File: src/rtl/seq_detector_param_pkg.sv
// Shared constants, fill-state encoding and elaboration helpers for the
// parametrised serial pattern detector.
package seq_det_pkg;

   localparam int PAT_LEN_MIN = 2;
   localparam int PAT_LEN_MAX = 32;

   typedef enum logic [1:0] {
      ST_EMPTY   = 2'd0,
      ST_FILLING = 2'd1,
      ST_ARMED   = 2'd2
   } fill_state_e;

   // Bits needed to hold the values 0..value-1; never less than one bit.
   function automatic int clog2(input int value);
      int result;
      int rem;
      result = 0;
      rem    = value - 1;
      while (rem > 0) begin
         result = result + 1;
         rem    = rem >> 1;
      end
      if (result == 0) begin
         result = 1;
      end
      return result;
   endfunction

endpackage : seq_det_pkg

File: src/rtl/seq_detector_param_if.sv
// Configuration, serial stream and status bundle of the pattern detector.
// The detector connects to the slave side, the stream source to the master side.
interface seq_detector_param_if #(
   parameter int PAT_LEN = 3,
   parameter int CNT_W   = 8
);

   logic               cfg_load;
   logic [PAT_LEN-1:0] pattern_in;
   logic               overlap_in;
   logic               in_valid;
   logic               in_bit;
   logic               count_clr;
   logic               match;
   logic [CNT_W-1:0]   match_count;
   logic               armed;

   modport master (
      output cfg_load,
      output pattern_in,
      output overlap_in,
      output in_valid,
      output in_bit,
      output count_clr,
      input  match,
      input  match_count,
      input  armed
   );

   modport slave (
      input  cfg_load,
      input  pattern_in,
      input  overlap_in,
      input  in_valid,
      input  in_bit,
      input  count_clr,
      output match,
      output match_count,
      output armed
   );

endinterface : seq_detector_param_if

File: src/rtl/seq_detector_param_sat_counter.sv
// Saturating up-counter: clear beats increment, and the count sticks at all-ones.
module sat_counter #(
   parameter int W = 8
) (
   input  logic         clk,
   input  logic         rst_n,
   input  logic         inc,
   input  logic         clr,
   output logic [W-1:0] q
);

   logic [W-1:0] q_q;
   logic [W-1:0] q_d;

   always_comb begin
      q_d = q_q;
      if (clr) begin
         q_d = '0;
      end else if (inc && (q_q != {W{1'b1}})) begin
         q_d = q_q + W'(1);
      end
   end

   always_ff @(posedge clk) begin
      if (!rst_n) begin
         q_q <= '0;
      end else begin
         q_q <= q_d;
      end
   end

   assign q = q_q;

endmodule : sat_counter

File: src/rtl/seq_detector_param.sv
// Serial bit-pattern detector with a run-time pattern, selectable overlap mode,
// input qualifier and a saturating match counter.
module seq_detector_param
   import seq_det_pkg::*;
#(
   parameter int PAT_LEN = 3,
   parameter int CNT_W   = 8
) (
   input  logic                 clk,
   input  logic                 rst_n,
   seq_detector_param_if.slave  bus
);

   localparam int              FW        = clog2(PAT_LEN + 1);
   localparam logic [FW-1:0]   FILL_FULL = FW'(PAT_LEN);
   localparam logic [FW-1:0]   FILL_HIT  = FW'(PAT_LEN - 1);

   if ((PAT_LEN < PAT_LEN_MIN) || (PAT_LEN > PAT_LEN_MAX)) begin : g_bad_pat_len
      $error("seq_detector_param: PAT_LEN=%0d is outside %0d..%0d",
             PAT_LEN, PAT_LEN_MIN, PAT_LEN_MAX);
   end

   logic [PAT_LEN-1:0] pat_q,   pat_d;
   logic               ovl_q,   ovl_d;
   logic [PAT_LEN-2:0] hist_q,  hist_d;
   logic [FW-1:0]      fill_q,  fill_d;
   fill_state_e        state_q, state_d;
   logic               match_q, match_d;

   logic               accept;
   logic               hit;
   logic [PAT_LEN-1:0] cand;

   // Only the newest PAT_LEN-1 bits are kept; the incoming bit completes the
   // candidate window. fill counts how many of those window bits are genuine.
   always_comb begin
      accept  = bus.in_valid && !bus.cfg_load;
      cand    = {hist_q, bus.in_bit};
      hit     = accept && (fill_q >= FILL_HIT) && (cand == pat_q);

      pat_d   = pat_q;
      ovl_d   = ovl_q;
      hist_d  = hist_q;
      fill_d  = fill_q;
      match_d = hit;

      if (bus.cfg_load) begin
         pat_d  = bus.pattern_in;
         ovl_d  = bus.overlap_in;
         fill_d = '0;
      end else if (accept) begin
         hist_d = cand[PAT_LEN-2:0];
         if (hit) begin
            fill_d = ovl_q ? FILL_FULL : '0;
         end else if (fill_q != FILL_FULL) begin
            fill_d = fill_q + FW'(1);
         end
      end

      if (fill_d == '0) begin
         state_d = ST_EMPTY;
      end else if (fill_d == FILL_FULL) begin
         state_d = ST_ARMED;
      end else begin
         state_d = ST_FILLING;
      end
   end

   always_ff @(posedge clk) begin
      if (!rst_n) begin
         pat_q   <= '0;
         ovl_q   <= 1'b1;
         hist_q  <= '0;
         fill_q  <= '0;
         state_q <= ST_EMPTY;
         match_q <= 1'b0;
      end else begin
         pat_q   <= pat_d;
         ovl_q   <= ovl_d;
         hist_q  <= hist_d;
         fill_q  <= fill_d;
         state_q <= state_d;
         match_q <= match_d;
      end
   end

   sat_counter #(
      .W (CNT_W)
   ) u_match_counter (
      .clk   (clk),
      .rst_n (rst_n),
      .inc   (hit),
      .clr   (bus.count_clr),
      .q     (bus.match_count)
   );

   assign bus.match = match_q;
   assign bus.armed = (state_q == ST_ARMED);

endmodule : seq_detector_param

File: src/flat_wrapper.sv
// flat-port wrapper written by rule: the top's interface ports become plain ports
module seq_detector_param_flat import seq_det_pkg::*;
#(
   parameter int PAT_LEN = 3,
   parameter int CNT_W   = 8
)
  (clk, rst_n, bus_cfg_load, bus_pattern_in, bus_overlap_in, bus_in_valid, bus_in_bit, bus_count_clr, bus_match, bus_match_count, bus_armed);
  seq_detector_param_if #(.PAT_LEN(PAT_LEN), .CNT_W(CNT_W)) bus_i ();
  input  logic clk;
  input  logic rst_n;
  input wire logic [$bits(bus_i.cfg_load)-1:0] bus_cfg_load;
  input wire logic [$bits(bus_i.pattern_in)-1:0] bus_pattern_in;
  input wire logic [$bits(bus_i.overlap_in)-1:0] bus_overlap_in;
  input wire logic [$bits(bus_i.in_valid)-1:0] bus_in_valid;
  input wire logic [$bits(bus_i.in_bit)-1:0] bus_in_bit;
  input wire logic [$bits(bus_i.count_clr)-1:0] bus_count_clr;
  output wire logic [$bits(bus_i.match)-1:0] bus_match;
  output wire logic [$bits(bus_i.match_count)-1:0] bus_match_count;
  output wire logic [$bits(bus_i.armed)-1:0] bus_armed;
  assign bus_i.cfg_load = bus_cfg_load;
  assign bus_i.pattern_in = bus_pattern_in;
  assign bus_i.overlap_in = bus_overlap_in;
  assign bus_i.in_valid = bus_in_valid;
  assign bus_i.in_bit = bus_in_bit;
  assign bus_i.count_clr = bus_count_clr;
  assign bus_match = bus_i.match;
  assign bus_match_count = bus_i.match_count;
  assign bus_armed = bus_i.armed;
  seq_detector_param #(.PAT_LEN(PAT_LEN), .CNT_W(CNT_W)) u_core (.clk(clk), .rst_n(rst_n), .bus(bus_i));
endmodule
File: config.mk
export PLATFORM = sky130hd
export DESIGN_NAME = seq_detector_param_flat
export DESIGN_NICKNAME = d
export VERILOG_FILES = /design/src/rtl/seq_detector_param_pkg.sv /design/src/rtl/seq_detector_param_if.sv /design/src/rtl/seq_detector_param_sat_counter.sv /design/src/rtl/seq_detector_param.sv /design/src/flat_wrapper.sv
export SDC_FILE = /design/constraint.sdc
export NUM_CORES = 1
export LEC_CHECK = 0
export BUFFER_PORTS_ARGS = -buffer_cell sky130_fd_sc_hd__buf_4
export CORE_MARGIN = 2
export CORE_UTILIZATION = 54
export CTS_BUF_LIST = sky130_fd_sc_hd__clkbuf_8
export DETAILED_ROUTE_END_ITERATION = 12
export PLACE_DENSITY = 0.85
export SLEW_MARGIN = 20
export SYNTH_ARGS = -nofsm -noshare
export SYNTH_HDL_FRONTEND = slang
export SYNTH_SLANG_ARGS = --single-unit
export TNS_END_PERCENT = 5
File: constraint.sdc
create_clock -name clk -period 2.16 [get_ports clk]
set_clock_uncertainty 0.2 [all_clocks]
set_input_delay 0.432 -clock clk [delete_from_list [all_inputs] [get_ports clk]]
set_output_delay 0.432 -clock clk [all_outputs]
set_load 0.01 [all_outputs]
==> results of run 1 <==
registers in the layout, summed over array words and instances, names as in the netlist:
signal / count
u_core.fill_q: 2
u_core.pat_q: 3
u_core.hist_q: 2
u_core.state_q: 2
u_core.bus.match: 1
u_core.ovl_q: 1
u_core.u_match_counter.q: 8
kinds of logic after synthesis:
group                    synth area share (%)
buffers and inverters                    3.13
multiplexers                             7.15
flip-flops                               45.3
AO/OA/AOI/OAI                            12.5
AND/OR/NAND/NOR                          26.2
adder cells (fa/ha/maj)                  1.49
XOR/XNOR                                 4.17
cells in the final DEF (no fill, tap or decap), types with 2 or more instances in the layout:
cell and instances:
and3_1 2, nand2_1 4, o31ai_1 3, nand3_1 4, or4_1 3, xnor2_1 3
o21ai_0 5, mux2i_1 6, clkbuf_8 3, a21oi_1 5, nand4_1 2, dfxtp_1 19
nor2b_1 2, nor2_1 13, inv_1 4, o211ai_1 2, buf_4 19, nor3b_1 2
or3_1 2
worst paths after layout:
kind	startpoint	to	slack [ps]	cells past startpoint
worst min register to register	u_core.ovl_q	u_core.ovl_q	270	2
worst max-delay path	u_core.fill_q[1]	u_core.u_match_counter.q[4]	320	4
worst max register to register	u_core.fill_q[1]	u_core.u_match_counter.q[4]	320	4
worst min-delay path	rst_n	u_core.ovl_q	150	2
power breakdown:
group          switching (µW)  internal, µW  leakage [µW]
sequential               4.74           358      0.000154
combinational            24.1          24.2      0.000237
clock                     112           126     0.0000269
metrics by stage:
stage | area (µm²) | setup WS [ps] | util (%) | total power (µW)
after CTS | 1030 | 323 | 69.3 | 654
after detailed placement | 987 | 124 | 66.3 | 419
after global placement | 987 | 166 | 66.3 | 418
after floorplan | 840 | 333 | - | 401
final | 1030 | 320 | 69.3 | 649
after global routing | 1030 | 192 | 69.3 | 677
metal layers:
layer  part of all wire [%]  track usage [%]  up-vias
met5                      0                0        -
met4                    1.5             12.7        0
met3                    6.6             5.00        2
met2                     48             30.7       33
met1                     44             25.9      339
li1                       -                -      376
critical path, stage by stage (launching register included):
cell,delay (ps)
dfxtp_1,400
and3b_2,240
nand4_4,230
or4_1,560
a21oi_1,140
final cells by class:
| type | instances | area, µm² |
|---|---|---|
| fill | 116 | 457 |
| multi-input combinational | 67 | 433 |
| sequential | 19 | 380 |
| timing repair buffer | 19 | 143 |
| clock buffer | 3 | 41.3 |
| tap | 16 | 20.0 |
| inverter | 3 | 11.3 |
| clock inverter | 1 | 3.75 |
==> metrics.yaml, run 1 <==
final_layout:
  layout-drive-gt1-share_pct: 21.4
  layout.cells.non_filler: 128
  area_growth_pct: 23.0
  fin_nets: 124
  num_antenna_cells: 0
timing:
  slew_violations: 0
  worst_slew_pin_slew_ps: 464
  rsz0062_at_grt: "no"
  fin_crit_ps: 1840
  holdWs_ps: 149
  tns_ps: 0
  slew_headroom_pct: 68.7
  finalHoldViolCount: 0
  finalCritPeriodShare_pct: 85.2
  finalSetupViolCount: 0
  max_freq_mhz: 543
worst_setup_path:
  critical_path_class: "flip-flop to flip-flop"
  worstPathRequired_ps: 2140
  startpoint_type: "flip-flop"
  crit_arrival_ps: 1820
  critPathMaxFanout: 18
  end_kind: "flip-flop"
clock_tree:
  htree_levels: 1
  clk_path_buf_depth: 2
  cts_sinks: 19
  cts_resized: 0
  cts_tree: "built"
  postCtsSetupBuffers: 0
  clockRootBuffer: "clkbuf_8"
  clk_pin_slew_worst_paths_ps: 70
  numCtsBuffers: 3
  worstSkewPairLatency_ps: 250
  hold_buffers: 0
global_routing:
  grt_pass1_vias: 633
  grt-ovfl-total: 0
  grt_pass1_wl_um: 2790
  grt_use_total_pct: 20.3
  grt_max_degree: 19
  antenna_found_initial: 0
floorplanning:
  num_rows: 14
  initial_core_util_pct: 56.4
  die_y_um: 43.4
  fp.dieW_um: 43.4
  coreArea_mm2: 0.00149
  ios: 20
  die-area_mm2: 0.00189
flow_run:
  max_cap_violations: 0
logic_synthesis:
  yosys.area.top_type_share_pct: 45.3
  ys_top_cells_by_count: "19 x dfxtp_1, 13 x nor2_1, 6 x mux2i_1"
  synth_ff_type: "dfxtp_1"
  synth_edf_count: 0
  ys_ff_latch: 19
  syn_area_um2: 840
  synth-seq-area-share_pct: 45.3
  synth.distinct_cells: 28
  syn_inst: 91
  yosysMostFrequentCell: "dfxtp_1"
  synth_nets: 102
  yosys.area.top_type: "dfxtp_1"
  async_reset_ff_share_pct: 0
  synthTopCellsByArea: "dfxtp_1 45%, mux2i_1 7.2%, nor2_1 5.8%, xnor2_1 3.1%, a21oi_1 3.0%"
  syn_area_per_cell_um2: 9.23
  ys_warn_count: 0
route:
  via_per_inst: 5.86
  drt_pre_antenna_iters: 4
  routedWlPerCell_um: 12.8
  drc: 0
  drt_wl_total_um: 1640
  vias: 750
  postRouteAntennaNets: 0
  drt_iter0_markers: 22
place:
  placed_cells: 124
  place.gp.congestion: 0.789
  portBuffers: 19
  place_hpwl_um: 1180
outcome:
  status: "finished, final reports clean"
worst_hold_path:
  min_path_type: "primary input to flip-flop"
pwr:
  power_density_mw_per_mm2: 629
  p_leak_uw: 0.000418
  ir_drop_uv: 434
Note: power is estimated with default switching activity, not from simulation.
==> run 2, diff against run 1 <==
- ABC_AREA: unset -> 1
- CORE_UTILIZATION: 54 -> 40
- PLACE_DENSITY: 0.85 -> 0.67
- clock period: 2.16 -> 1.8 ns (I/O delays scaled with it)
==> run 2 against run 1 <==
Cell area is 10% higher; combinational power is 44% higher; critical path type unchanged; synthesized cell count is 42% higher; global-route usage is 5.0 points lower; non-clock buffer count is 1 higher; highest routed layer unchanged; count of clock-buffer cells in the layout stayed put.
==> metrics.yaml, run 2 <==
worst_setup_path:
  crit_path_top_delay_cell: "dfxtp_1"
  critPathMaxFanout: 8
  crit_chain: "ha_1, nand3_1, nor2_2, nand2_2, nand3_2, nand2_1, a21oi_1"
  worstPathRequired_ps: 1790
  crit_arrival_ps: 1550
  crit_buf_inv: 0
  crit_family: "simple AND/OR/NAND/NOR gates"
  startpoint_type: "flip-flop"
  critical_path_class: "flip-flop to flip-flop"
  end_kind: "flip-flop"
  slowest_delay_ps: 400
route:
  drt_wl_total_um: 1760
  vias: 844
  drc: 0
  drt_pre_antenna_iters: 4
  postRouteAntennaNets: 0
  routedWlPerCell_um: 9.85
  drt_iter0_markers: 13
  via_per_inst: 4.72
timing:
  fin_crit_ps: 1560
  tns_ps: 0
  slew_headroom_pct: 83.5
  finalHoldViolCount: 0
  holdWs_ps: 129
  worst_slew_pin_slew_ps: 247
  finalSetupViolCount: 0
  finalCritPeriodShare_pct: 86.9
  max_freq_mhz: 639
  slew_violations: 0
  rsz0062_at_grt: "no"
final_layout:
  mostFrequentLayoutCells: "34 x nand2_1, 20 x buf_4, 19 x inv_1, 19 x dfxtp_1, 13 x a21oi_1"
  num_antenna_cells: 0
  largest_register_ffs: 8
  utilization_pct: 51.9
  final_common_cell: "nand2_1"
  fin_nets: 163
  area_growth_pct: 24.2
  layout.cells.non_filler: 179
  layout-drive-gt1-share_pct: 21.9
logic_synthesis:
  synth-seq-area-share_pct: 41.6
  syn_inst: 129
  synthTopCellsByArea: "dfxtp_1 42%, nand2_1 14%, inv_1 7.4%, a21oi_1 7.1%, nand3_1 4.4%"
  ys_top_cells_by_count: "34 x nand2_1, 19 x dfxtp_1, 18 x inv_1"
  ys_ff_latch: 19
  yosysMostFrequentCell: "nand2_1"
  synth_nets: 140
  yosys.area.top_type: "dfxtp_1"
  ys_warn_count: 0
  synth.distinct_cells: 20
  syn_area_per_cell_um2: 7.09
  async_reset_ff_share_pct: 0
  yosys.area.top_type_share_pct: 41.6
  synth_edf_count: 0
  syn_area_um2: 915
  synth_ff_type: "dfxtp_1"
pwr:
  p_sw_uw: 179
  power_density_mw_per_mm2: 699
  seq_power_share_pct: 55.2
  p_sw_share_pct: 22.6
  p_int_uw: 615
  pwr-share-comb_pct: 8.7
  total_power_uw: 794
  pwr-share-clk_pct: 36.0
  p_leak_uw: 0.000544
  ir_drop_uv: 693
floorplanning:
  die-area_mm2: 0.00269
  coreArea_mm2: 0.00219
  initial_core_util_pct: 41.7
  ios: 20
  die_y_um: 51.8
  fp.dieW_um: 51.8
  num_rows: 17
global_routing:
  grt_max_degree: 12
  grt_pass1_wl_um: 3060
  grt-ovfl-total: 0
  grt_use_total_pct: 15.3
  grt_pass1_vias: 757
  antenna_found_initial: 0
clock_tree:
  numCtsBuffers: 3
  cts_resized: 0
  clk_path_buf_depth: 2
  hold_buffers: 0
  postCtsSetupBuffers: 0
  htree_levels: 1
  clk_pin_slew_worst_paths_ps: 70
  clockRootBuffer: "clkbuf_8"
  worstSkewPairLatency_ps: 250
  cts_sinks: 19
  cts_tree: "built"
place:
  place_hpwl_um: 1340
  place.gp.congestion: 0.756
  portBuffers: 19
  placed_cells: 175
flow_run:
  max_cap_violations: 0
worst_hold_path:
  min_path_type: "primary input to flip-flop"
outcome:
  status: "finished, final reports clean"
[run 2: cell count changes in the layout (fill, tap and decap cells not counted), moves of 3 or more]
cell / change
or4_1: -3
o31ai_1: -3
nor2_4: +3
inv_1: +15
nand3_1: +4
nand2_1: +30
nor2_1: -4
nand2_2: +4
mux2i_1: -6
a21oi_1: +8
[run 2: cells by family (layout without fill, tap and decap cells)]
logic type	count (synthesis)	in the layout	synth area share (%)
compound gates	21	21	11.8
xor+xnor	5	5	4.79
fa+ha+maj	1	1	1.37
buf+inv	21	43	8.75
flops	19	19	41.6
simple gates	62	62	31.7
[run 2: tightest hold or removal path, stage by stage]
cell,delay (ps)
buf_4,80
nand2_1,40
nand3_1,70
[run 2: layout make-up]
type | count | area, µm²
clock buffer | 3 | 41.3
clock inverter | 1 | 3.75
fill | 204 | 1050
inverter | 19 | 71.3
multi-input combinational | 89 | 454
sequential | 19 | 380
tap | 28 | 35.0
timing repair buffer | 20 | 150
[run 2: final timing paths]
| path | cells past startpoint | slack, ps | startpoint | endpoint |
|---|---|---|---|---|
| worst max-delay path | 7 | 240 | u_core.u_match_counter.q[0] | u_core.u_match_counter.q[2] |
| worst min-delay path | 3 | 130 | bus_overlap_in | u_core.ovl_q |
| worst max register to register | 7 | 240 | u_core.u_match_counter.q[0] | u_core.u_match_counter.q[2] |
| worst min register to register | 2 | 270 | u_core.ovl_q | u_core.ovl_q |
[run 2: power by group through the flow]
stage               Sequential (µW)  Combinational, µW  Clock, µW
finish                          439               69.5        286
global route                    440               78.7        321
CTS                             438               70.9        298
detailed placement              448               70.6          0
global placement                448               68.8          0
floorplan                       447               45.4          0
[run 2: stage by stage]
| step | area [µm²] | setup WS [ps] |
|---|---|---|
| final | 1140 | 236 |
| after global routing | 1140 | 14.7 |
| after CTS | 1140 | 205 |
| after detailed placement | 1090 | 236 |
| after global placement | 1090 | 282 |
| after floorplan | 915 | 313 |
[run 2: layer usage]
metal | share of wire, % | GRT usage, % | vias up
li1 | - | - | 447
met4 | 0.62 | 3.95 | 0
met2 | 48 | 26.4 | 17
met3 | 6.3 | 6.90 | 2
met1 | 45 | 17.1 | 378
met5 | 0 | 0 | -
==> run 3, diff against run 2 <==
- ABC_AREA: 1 -> unset
- RECOVER_POWER: unset -> 100
==> run 3 against run 2 <==
First-iteration DRC count fell by 46%; cell area decreased by 2.1%; critical endpoint is now u_core.u_match_counter.q[5]; largest cell class unchanged; wire length rose by 0.34%; largest power group unchanged.
==> metrics.yaml, run 3 (synthesized netlist as in run 1, its figures left out) <==
outcome:
  status: "finished, final reports clean"
worst_setup_path:
  startpoint_type: "flip-flop"
  crit_family: "simple AND/OR/NAND/NOR gates"
  crit_arrival_ps: 1680
  crit_chain: "xnor2_2, nand4_4, or4_1, a21oi_1"
  critical_path_class: "flip-flop to flip-flop"
  critPathMaxFanout: 10
  crit_buf_inv: 0
  slowest_delay_ps: 540
  worstPathRequired_ps: 1790
  crit_path_top_delay_cell: "or4_1"
  end_kind: "flip-flop"
timing:
  rsz0062_at_grt: "no"
  finalHoldViolCount: 0
  max_freq_mhz: 593
  fin_crit_ps: 1690
  tns_ps: 0
  slew_headroom_pct: 76.4
  finalCritPeriodShare_pct: 93.7
  finalSetupViolCount: 0
  worst_slew_pin_slew_ps: 353
  setup_ws_ps: 114
  slew_violations: 0
clock_tree:
  postCtsSetupBuffers: 0
  cts_tree: "built"
  htree_levels: 1
  worstSkewPairLatency_ps: 250
  clockRootBuffer: "clkbuf_8"
  hold_buffers: 0
  numCtsBuffers: 3
  cts_sinks: 19
  cts_resized: 0
  clk_pin_slew_worst_paths_ps: 70
  clk_path_buf_depth: 2
floorplanning:
  fp.dieW_um: 49.8
  die-area_mm2: 0.00248
  initial_core_util_pct: 42.8
  ios: 20
  die_y_um: 49.8
  coreArea_mm2: 0.00196
  num_rows: 16
final_layout:
  mostFrequentLayoutCells: "18 x dfxtp_1, 17 x buf_4, 12 x nor2_1, 12 x clkbuf_1, 6 x mux2i_1"
  area_growth_pct: 32.5
  largest_register_ffs: 8
  fin_nets: 135
  layout-drive-gt1-share_pct: 22.8
  final_common_cell: "dfxtp_1"
  layout.cells.non_filler: 150
  utilization_pct: 56.7
  num_antenna_cells: 0
place:
  place.gp.congestion: 0.835
  portBuffers: 19
  placed_cells: 146
  pre_cts_slack_ps: -38.9
  place_hpwl_um: 1350
route:
  drt_pre_antenna_iters: 4
  postRouteAntennaNets: 0
  routedWlPerCell_um: 11.8
  drt_iter0_markers: 7
  via_per_inst: 5.13
  drc: 0
  vias: 770
  drt_wl_total_um: 1770
global_routing:
  grt_pass1_wl_um: 3100
  grt_pass1_vias: 731
  antenna_found_initial: 0
  grt-ovfl-total: 0
  grt_use_total_pct: 16.4
  grt_max_degree: 11
worst_hold_path:
  min_path_type: "primary input to flip-flop"
pwr:
  p_leak_uw: 0.000430
  power_density_mw_per_mm2: 707
  ir_drop_uv: 543
flow_run:
  max_cap_violations: 0
## run 3: cell types whose count changed in the layout (fill, tap and decap cells not counted), moves of 4 or more
cell / before / now
nand2_2: 4 / 0
a21oi_1: 13 / 5
clkbuf_1: 0 / 12
inv_1: 19 / 4
nand3_1: 8 / 4
nand2_1: 34 / 4
mux2i_1: 0 / 6
## run 3: per-stage QoR
| stage | cell area, µm² | power (µW) | hold WS (ps) |
|---|---|---|---|
| 6_report | 1110 | 787 | 80.0 |
| 5_1_grt | 1110 | 824 | 90.9 |
| 4_1_cts | 1130 | 790 | 77.3 |
| 3_5_place_dp | 1080 | 510 | 260 |
| 3_3_place_gp | 1080 | 509 | 260 |
| 2_1_floorplan | 840 | 481 | 222 |
## run 3: final timing paths
path,start,to,slack [ps],cells past startpoint
setup / recovery,u_core.hist_q[0],u_core.u_match_counter.q[5],110,4
hold / removal,rst_n,u_core.ovl_q,80,2
setup reg to reg,u_core.hist_q[0],u_core.u_match_counter.q[5],110,4
hold reg to reg,u_core.ovl_q,u_core.ovl_q,270,2
## run 3: cell type report
class / instances / area, µm²
Fill cell: 202 / 850
Multi-Input combinational cell: 67 / 458
Sequential cell: 19 / 384
Timing Repair Buffer: 30 / 180
Clock buffer: 3 / 41.3
Tap cell: 27 / 33.8
Inverter: 3 / 11.3
Clock inverter: 1 / 3.75
## run 3: layer usage
metal  wire length (µm)  track usage, %  vias to the layer above  share of wire [%]
met5                  0               0                        -                  0
li1                   -               -                      395                  -
met2                865            27.3                       28                 49
met3                113            5.45                        2                6.4
met4                 11            4.17                        0               0.62
met1                779            20.2                      345                 44
## run 3: where the power goes
| group | total (µW) | internal (µW) | switching [µW] | leakage, µW |
|---|---|---|---|---|
| combinational | 67.3 | 37.3 | 30.0 | 0.000248 |
| sequential | 437 | 429 | 7.86 | 0.000155 |
| clock | 283 | 151 | 132 | 0.0000269 |
| total | 787 | 617 | 169 | 0.000430 |
## run 3: worst reg2reg max path, stage by stage (launching register included)
cell	delay [ps]
dfxtp_1	340
xnor2_2	220
nand4_4	180
or4_1	540
a21oi_1	140
